### src/rtl/shift_chain_reader_pkg.sv
// Shared types and constants for the shift-chain reader.
package shift_reader_pkg;

  typedef enum logic [2:0] {
    IDLE,
    LOW,
    HIGH,
    OUT,
    DONE,
    WAIT_CLEAR
  } state_t;

  localparam int DEF_TRIGGER_COUNT = 6;
  localparam int DEF_WORD_BITS     = 32;
  localparam int DEF_CLK_DIV       = 4;

  // Counter/index width that stays at least 1 bit for degenerate sizes.
  function automatic int idx_width(input int n);
    return (n > 1) ? $clog2(n) : 1;
  endfunction

endpackage

### src/rtl/shift_chain_reader_if.sv
// Word delivery handshake between the reader (master) and its consumer (slave).
interface shift_chain_reader_if #(
  parameter int WORD_BITS = 32,
  parameter int IDX_W     = 3
);
  logic [WORD_BITS-1:0] word_o;
  logic [IDX_W-1:0]     word_index_o;
  logic                 word_valid_o;
  logic                 word_ready_i;

  modport master (output word_o, word_index_o, word_valid_o, input word_ready_i);
  modport slave  (input word_o, word_index_o, word_valid_o, output word_ready_i);
endinterface

### src/rtl/shift_chain_reader_sync2.sv
// Two-flop synchronizer for asynchronous chain inputs, reset to 0.
module sync2 (
  input  logic clk,
  input  logic rst,
  input  logic d,
  output logic q
);
  logic meta;

  always_ff @(posedge clk) begin
    if (rst) begin
      meta <= 1'b0;
      q    <= 1'b0;
    end else begin
      meta <= d;
      q    <= meta;
    end
  end
endmodule

### src/rtl/shift_chain_reader.sv
// Host-side reader for the trigger-timer shift chain: generates DATA_CLK, samples
// DATA_OUT MSB first and hands out one word per stage. Optional abort: SHIFT_READER_ABORT_EN.
module shift_chain_reader
  import shift_reader_pkg::*;
#(
  parameter int TRIGGER_COUNT = DEF_TRIGGER_COUNT,
  parameter int WORD_BITS     = DEF_WORD_BITS,
  parameter int CLK_DIV       = DEF_CLK_DIV
) (
  input  logic                    CLK,
  input  logic                    RESET,
  input  logic                    DATA_READY,
  input  logic                    DATA_OUT,
  output logic                    DATA_CLK,
  shift_chain_reader_if.master    word_if,
  output logic                    busy_o,
  output logic                    done_o,
  output logic                    abort_o
);
  localparam int IDX_W = idx_width(TRIGGER_COUNT);
  localparam int BIT_W = idx_width(WORD_BITS);
  localparam int DIV_W = idx_width(CLK_DIV);

  logic rdy_s, dat_s;

  sync2 u_rdy_sync (.clk(CLK), .rst(RESET), .d(DATA_READY), .q(rdy_s));
  sync2 u_dat_sync (.clk(CLK), .rst(RESET), .d(DATA_OUT),   .q(dat_s));

  state_t               state;
  logic [DIV_W-1:0]     div_cnt;
  logic [BIT_W-1:0]     bit_cnt;
  logic [IDX_W-1:0]     idx;
  logic [WORD_BITS-1:0] sr;
  logic [WORD_BITS-1:0] word_q;
  logic                 valid_q;
  logic                 dclk_q;
  logic                 busy_q;
  logic                 done_q;

  wire div_end  = (div_cnt == DIV_W'(CLK_DIV - 1));
  wire last_bit = (bit_cnt == BIT_W'(WORD_BITS - 1));
  wire last_idx = (idx == IDX_W'(TRIGGER_COUNT - 1));

`ifdef SHIFT_READER_ABORT_EN
  logic abort_q;
  // Losing the captured flag mid-read means the chain contents are no longer trustworthy.
  wire  abort_now = !rdy_s && (state == LOW || state == HIGH || state == OUT);
  assign abort_o = abort_q;
`else
  assign abort_o = 1'b0;
`endif

  always_ff @(posedge CLK) begin
    if (RESET) begin
      state   <= IDLE;
      div_cnt <= '0;
      bit_cnt <= '0;
      idx     <= '0;
      sr      <= '0;
      word_q  <= '0;
      valid_q <= 1'b0;
      dclk_q  <= 1'b0;
      busy_q  <= 1'b0;
      done_q  <= 1'b0;
`ifdef SHIFT_READER_ABORT_EN
      abort_q <= 1'b0;
`endif
    end else begin
      done_q <= 1'b0;
`ifdef SHIFT_READER_ABORT_EN
      abort_q <= 1'b0;
      if (abort_now) begin
        state   <= IDLE;
        div_cnt <= '0;
        bit_cnt <= '0;
        idx     <= '0;
        valid_q <= 1'b0;
        dclk_q  <= 1'b0;
        busy_q  <= 1'b0;
        abort_q <= 1'b1;
      end else
`endif
      begin
        case (state)
          IDLE: begin
            dclk_q <= 1'b0;
            if (rdy_s) begin
              state   <= LOW;
              div_cnt <= '0;
              busy_q  <= 1'b1;
            end
          end
          LOW: begin
            if (div_end) begin
              // Sample just before the rising edge that shifts the chain.
              sr      <= {sr[WORD_BITS-2:0], dat_s};
              div_cnt <= '0;
              dclk_q  <= 1'b1;
              state   <= HIGH;
            end else begin
              div_cnt <= div_cnt + 1'b1;
            end
          end
          HIGH: begin
            if (div_end) begin
              div_cnt <= '0;
              dclk_q  <= 1'b0;
              if (last_bit) begin
                word_q  <= sr;
                bit_cnt <= '0;
                valid_q <= 1'b1;
                state   <= OUT;
              end else begin
                bit_cnt <= bit_cnt + 1'b1;
                state   <= LOW;
              end
            end else begin
              div_cnt <= div_cnt + 1'b1;
            end
          end
          OUT: begin
            dclk_q <= 1'b0;
            if (word_if.word_ready_i) begin
              valid_q <= 1'b0;
              if (last_idx) begin
                done_q <= 1'b1;
                state  <= DONE;
              end else begin
                idx   <= idx + 1'b1;
                state <= LOW;
              end
            end
          end
          DONE: begin
            idx   <= '0;
            state <= WAIT_CLEAR;
          end
          WAIT_CLEAR: begin
            // Hold off until the flag drops so one capture is read only once.
            if (!rdy_s) begin
              busy_q <= 1'b0;
              state  <= IDLE;
            end
          end
          default: begin
            state  <= IDLE;
            busy_q <= 1'b0;
            dclk_q <= 1'b0;
          end
        endcase
      end
    end
  end

  assign DATA_CLK             = dclk_q;
  assign busy_o               = busy_q;
  assign done_o               = done_q;
  assign word_if.word_o       = word_q;
  assign word_if.word_index_o = idx;
  assign word_if.word_valid_o = valid_q;

endmodule

### src/flat_wrapper.sv
// flat-port wrapper written by rule: the top's interface ports become plain ports
module shift_chain_reader_flat import shift_reader_pkg::*;
#(
  parameter int TRIGGER_COUNT = DEF_TRIGGER_COUNT,
  parameter int WORD_BITS     = DEF_WORD_BITS,
  parameter int CLK_DIV       = DEF_CLK_DIV
)
  (CLK, RESET, DATA_READY, DATA_OUT, DATA_CLK, busy_o, done_o, abort_o, word_if_word_o, word_if_word_index_o, word_if_word_valid_o, word_if_word_ready_i);
  shift_chain_reader_if #(.WORD_BITS(WORD_BITS), .IDX_W(3)) word_if_i ();
  input  logic CLK;
  input  logic RESET;
  input  logic DATA_READY;
  input  logic DATA_OUT;
  output logic DATA_CLK;
  output logic busy_o;
  output logic done_o;
  output logic abort_o;
  output wire logic [$bits(word_if_i.word_o)-1:0] word_if_word_o;
  output wire logic [$bits(word_if_i.word_index_o)-1:0] word_if_word_index_o;
  output wire logic [$bits(word_if_i.word_valid_o)-1:0] word_if_word_valid_o;
  input wire logic [$bits(word_if_i.word_ready_i)-1:0] word_if_word_ready_i;
  assign word_if_word_o = word_if_i.word_o;
  assign word_if_word_index_o = word_if_i.word_index_o;
  assign word_if_word_valid_o = word_if_i.word_valid_o;
  assign word_if_i.word_ready_i = word_if_word_ready_i;
  shift_chain_reader #(.TRIGGER_COUNT(TRIGGER_COUNT), .WORD_BITS(WORD_BITS), .CLK_DIV(CLK_DIV)) u_core (.CLK(CLK), .RESET(RESET), .DATA_READY(DATA_READY), .DATA_OUT(DATA_OUT), .DATA_CLK(DATA_CLK), .word_if(word_if_i), .busy_o(busy_o), .done_o(done_o), .abort_o(abort_o));
endmodule
### config.mk
export PLATFORM = sky130hd
export DESIGN_NAME = shift_chain_reader_flat
export DESIGN_NICKNAME = d
export VERILOG_FILES = /design/src/rtl/shift_chain_reader_pkg.sv /design/src/rtl/shift_chain_reader_if.sv /design/src/rtl/shift_chain_reader_sync2.sv /design/src/rtl/shift_chain_reader.sv /design/src/flat_wrapper.sv
export SDC_FILE = /design/constraint.sdc
export NUM_CORES = 1
export LEC_CHECK = 0
export ABC_AREA = 1
export ABC_CLOCK_PERIOD_IN_PS = 1500
export BUFFER_PORTS_ARGS = -buffer_cell sky130_fd_sc_hd__buf_2
export CAP_MARGIN = 20
export CORE_UTILIZATION = 30
export DETAILED_ROUTE_END_ITERATION = 8
export PLACE_DENSITY_LB_ADDON = 0.15
export SETUP_SLACK_MARGIN = 0.05
export SKIP_LAST_GASP = 1
export SLEW_MARGIN = 10
export SYNTH_ARGS = -nofsm -noshare
export SYNTH_HDL_FRONTEND = slang
export SYNTH_HIERARCHICAL = 1
export SYNTH_SLANG_ARGS = --single-unit
### constraint.sdc
create_clock -name CLK -period 1.5 [get_ports CLK]
set_input_delay 0.15 -clock CLK [delete_from_list [all_inputs] [get_ports CLK]]
set_output_delay 0.15 -clock CLK [all_outputs]
set_load 0.02 [all_outputs]
# After elaboration in Yosys (flattened, before gate mapping)
# Cells that the tools add are included.
[totals]
register_bits = 85
wordCells = 79
input_bits = 5
out_inout_bits = 40
[op_classes]
bitwise_logic = 4
mux = 26
reduce_logical = 17
add_sub_neg = 3
n_eq_ne = 15
[op_table]
columns = ["operator", "n"]
rows = [
  ["3-bit two-way mux", 8],
  ["3-bit case mux with 6 select lines", 1],
  ["3-bit AND reduction", 4],
  ["3-bit equality test, second input constant", 3],
  ["1-bit two-way mux", 8],
  ["2-bit inequality test, second input constant", 4],
  ["3-bit by 2-bit equality test with 1-bit output, second input constant", 2],
  ["2-bit two-way mux", 3],
  ["2-bit by 1-bit inequality test with 1-bit output, second input constant", 3],
  ["1-bit case mux with 3 select lines", 2],
  ["3-bit case mux with 2 select lines", 1],
  ["2-bit AND reduction", 3],
  ["2-bit nonzero test", 3],
  ["5-bit by 1-bit adder with 5-bit output, second input constant", 1],
  ["5-bit equality test, second input constant", 1],
  ["5-bit two-way mux", 1],
  ["5-bit AND reduction", 1],
  ["1-bit inverter", 4],
  ["2-bit case mux with 2 select lines", 1],
  ["4-bit AND reduction", 1],
  ["2-bit OR reduction", 2],
  ["4-bit OR reduction", 1],
  ["3-bit by 1-bit adder with 3-bit output, second input constant", 1],
  ["3-bit by 1-bit equality test with 1-bit output, second input constant", 1],
  ["5 further kinds", 5],
]

# Longest topological paths before layout
[depth]
ltp_word = 4
depth_mapped = 9
ltp_nobuf = 9

# Modules after synthesis
# The synthesis kept the hierarchy.
[modules_own_cells]
columns = ["mod", "instances", "cells_each", "area_per_inst_um2", "seq_area_each_um2"]
rows = [
  ["shift_chain_reader", 1, 414, 3219.3, 1621.6],
  ["sync2", 2, 6, 55.1, 40.0],
]

# Worst setup path after synthesis
# No wires, ideal clock.
[synth_timing]
path_type = "flip-flop to flip-flop"
startpoint = "reg u_core.bit_cnt[0]"
endpoint = "reg u_core.word_q[23], in the netlist u_core/word_if.word_o[23]"
stages_incl_launch_ff = 10
setup_ps = 116
synth_period_minus_slack_ps = 1469
setup_slack_ps = 31
t_required_ps = 1384
arrival_time_ps = 1353
path_buffers = 2
path_cell_list = "dfxtp_1 > ha_1 > inv_1 > nor3_1 > ha_1 > nand3_2 > buf_6 > buf_6 > o21ai_1 > a21oi_1"
[synth_via]
elab_chain_cells = 2
[synth_lines]
columns = ["element", "line", "source"]
rows = [
  ["start: declaration", "shift_chain_reader.sv:31", "logic [BIT_W-1:0] bit_cnt;"],
  ["start signal: assignment", "shift_chain_reader.sv:114", "bit_cnt <= bit_cnt + 1'b1;"],
  ["5-bit equality test", "shift_chain_reader.sv:41", "wire last_bit = (bit_cnt == BIT_W'(WORD_BITS - 1));"],
  ["3-bit AND reduction (no line)", "-", ""],
  ["end signal: assignment", "shift_chain_reader.sv:109", "word_q <= sr;"],
  ["end: declaration", "shift_chain_reader.sv:34", "logic [WORD_BITS-1:0] word_q;"],
]
# Every way passes these cells.
# A chain may end at the register's enable or synchronous reset.

# Final worst setup path
[layout_timing]
startpoint = "reg u_core.bit_cnt[0]"
endpoint = "reg u_core.word_q[22], in the netlist u_core/word_if.word_o[22]"
# Same word-level chain as after synthesis.

==> run metrics <==
status complete, but fails checks; failing checks design-rule violations, negative setup slack; P_sw 1.24 mW; area delta synth->final 22.9%; Overall Power 4.59 mW; fin nets 487; maximum clock path buffer count 2; setup tns final -1.47 ns; CTS Buf Count 9; Post-DRT Antenna Nets 0; H-tree Lvls 3; Final Wtd Congestion 0.770; Post-DP HPWL 4160 um; Clock Skew 0.00769 ns; Residual DRC 1; Setup CP Type flip-flop to flip-flop; Critical Path Start Type flip-flop; pwr/cell area 1120 nW/um2; dominant synthesized flop cell dfxtp_1; worst-path maximum fanout 5; Post-synth ARST share 0%; register bit total from synthesis 85; first-pass GRT wire length 10900 um; origin of the worst min-delay path DATA_OUT; leakage power total 1.66 nW; endpoint type of the worst setup path flip-flop; RSZ-0062 raised after global routing yes; syn_nets 436; Die Ht 107 um; Synth area leader dfxtp_1; CTS tree yes; Crit path required time 1.74 ns; Tcrit/Tclk final 105%; Synth top area share 51.1%; worst setup path startpoint u_core/bit_cnt[0]; max-cap violations 0; Final Util 37.7%; Clock power frac 34.3%; Starting DRT DRC Count 56; sequential area share after synthesis 51.1%; Max Freq 633 MHz; yosys warns 6; number of global-route vias before repair 2494; Period minus WS final 1.58 ns; die extent in x 107 um; Logic pwr share 12.7%; count leader, synth inv_1; full die area 11500 um2; Post-Syn Area 3330 um2; clock sink total 85; Placeable Area 10800 um2; Clk Latency, worst-skew pair 0.34 ns; Max Slew Vio Count 0; r2r startpoint u_core/bit_cnt[0]; post-synthesis area per instance 7.82 um2; gr ovfl total 0; Antenna Cells 0; Crit path arrival time 1.82 ns; drt via density 4.33; Fin. Hold Viols 0; clk root buf clkbuf_8; setup ws final -0.0793 ns; HP Class input pin to flip-flop; total number of vias 2691; sequential share of power 53.1%; Pint 3.34 mW; initial antenna violation count 0; Post-synth EDFFs 0; switching portion of total power 27.1%; post-synthesis cell type count 26; Port Buf Inserts 43; FP Rows 38; share of post-route cells with drive strength above 1 21.0%; DRT Pass-1 Iters 6; cells after synthesis 426; synth top area cells dfxtp_1 51%, a21oi_1 11%, inv_1 9.8%, o21ai_0 9.0%, nand2_1 3.4%; setup violators final 33; largest net degree at the start of global routing 66; Ports 45; most frequent cells after synthesis 87 x inv_1, 85 x dfxtp_1, 73 x a21oi_1; Global Route Usage Sum 11.9%; Clock transition at path regs 0.08 ns; routed length per instance 10.6 um; WL final 6610 um; peak supply drop 0.471 mV; Starting Density 30.7%
## placed cells by master, fill, tap and decap left out, types with 2 or more instances in the layout
master,instances
buf_2,43
nor2_1,21
a21oi_1,72
dfxtp_1,78
inv_2,2
dfxtp_2,7
clkbuf_16,2
buf_6,2
nand2_1,30
nor3_1,4
clkinvlp_4,2
buf_12,3
nand3_2,2
ha_1,2
clkbuf_8,13
o21ai_0,54
o21ai_1,16
ha_4,2
inv_1,85
nand3_1,11
buf_4,14
## power groups by stage
stage               combinational (mW)  clock (mW)  sequential, mW
finish                           0.581        1.57            2.43
global route                     0.684        1.75            2.45
CTS                              0.572        1.66            2.42
detailed placement               0.566           0            2.47
global placement                 0.563           0            2.47
floorplan                        0.481           0            2.43
## state kept, by name, summed over array words and instances, names as in the netlist
name / cells
u_core/word_if.word_valid_o: 1
u_core/done_o: 1
u_core/div_cnt: 2
u_core/DATA_CLK: 1
u_core/u_dat_sync/q: 1
u_core/word_if.word_index_o: 3
u_core/u_dat_sync/meta: 1
u_core/u_rdy_sync/meta: 1
u_core/u_rdy_sync/q: 1
u_core/bit_cnt: 5
u_core/busy_o: 1
u_core/sr: 32
u_core/word_if.word_o: 32
u_core/state: 3
## what timing repair did
item,4_1_cts,5_1_grt
buffers inserted,0,2
hold buffers,1,0
hold endpoints to repair,1,0
setup endpoints to repair,36,72
gates resized for setup,3,24
cloned,0,3
## through the flow
stage	area (um2)	setup WS [ns]	hold WS, ns	std cells
floorplan	3340	0.0530	0.221	426
global placement	3730	-0.0310	0.359	600
detailed placement	3730	-0.0764	0.360	600
CTS	3940	-0.0974	0.00443	617
global route	4090	-0.154	0.0307	622
finish	4090	-0.0793	0.0250	622
## layout make-up
| class | count | area, um2 |
|---|---|---|
| Sequential cell | 85 | 1710 |
| Fill cell | 1162 | 6750 |
| Inverter | 88 | 330 |
| Tap cell | 140 | 175 |
| Multi-Input combinational cell | 228 | 1210 |
| Clock inverter | 2 | 15.0 |
| Timing Repair Buffer | 65 | 463 |
| Clock buffer | 14 | 183 |
## worst paths after layout
path | endpoint | slack, ns | cells past startpoint
hold / removal | u_core/u_dat_sync/meta | 0.03 | 3
setup reg to reg | u_core/word_if.word_o[22] | -0.08 | 9
setup / recovery | u_core/word_if.word_o[22] | -0.08 | 9
hold reg to reg | u_core/u_dat_sync/q | 0.41 | 2
## routing by layer
metal	GRT usage [%]	vias up	wire, um
met1	15.2	1196	3340
met2	18.7	33	2970
met3	2.42	7	215
met4	6.26	0	90
li1	-	1455	-
met5	0	-	0
## worst max-delay path: stages, from the launching register on
cell	delay, ns
dfxtp_2	0.36
ha_4	0.13
inv_2	0.04
nor3_4	0.12
ha_2	0.22
nand3_4	0.15
buf_4	0.18
buf_6	0.11
o21ai_1	0.12
a21oi_1	0.05
## logic make-up (layout without fill, tap and decap cells)
kind of cell             after synthesis  after routing  share of synthesized area (%)
AND/OR/NAND/NOR                       75             75                           9.81
adder cells (fa/ha/maj)                5              5                           1.88
flip-flops                            85             85                           51.1
AO/OA/AOI/OAI                        146            146                           22.1
XOR/XNOR                               1              1                          0.263
buffers and inverters                113            169                           14.8
other                                  1              1                          0.113
Note: power is estimated with default switching activity, not from simulation.
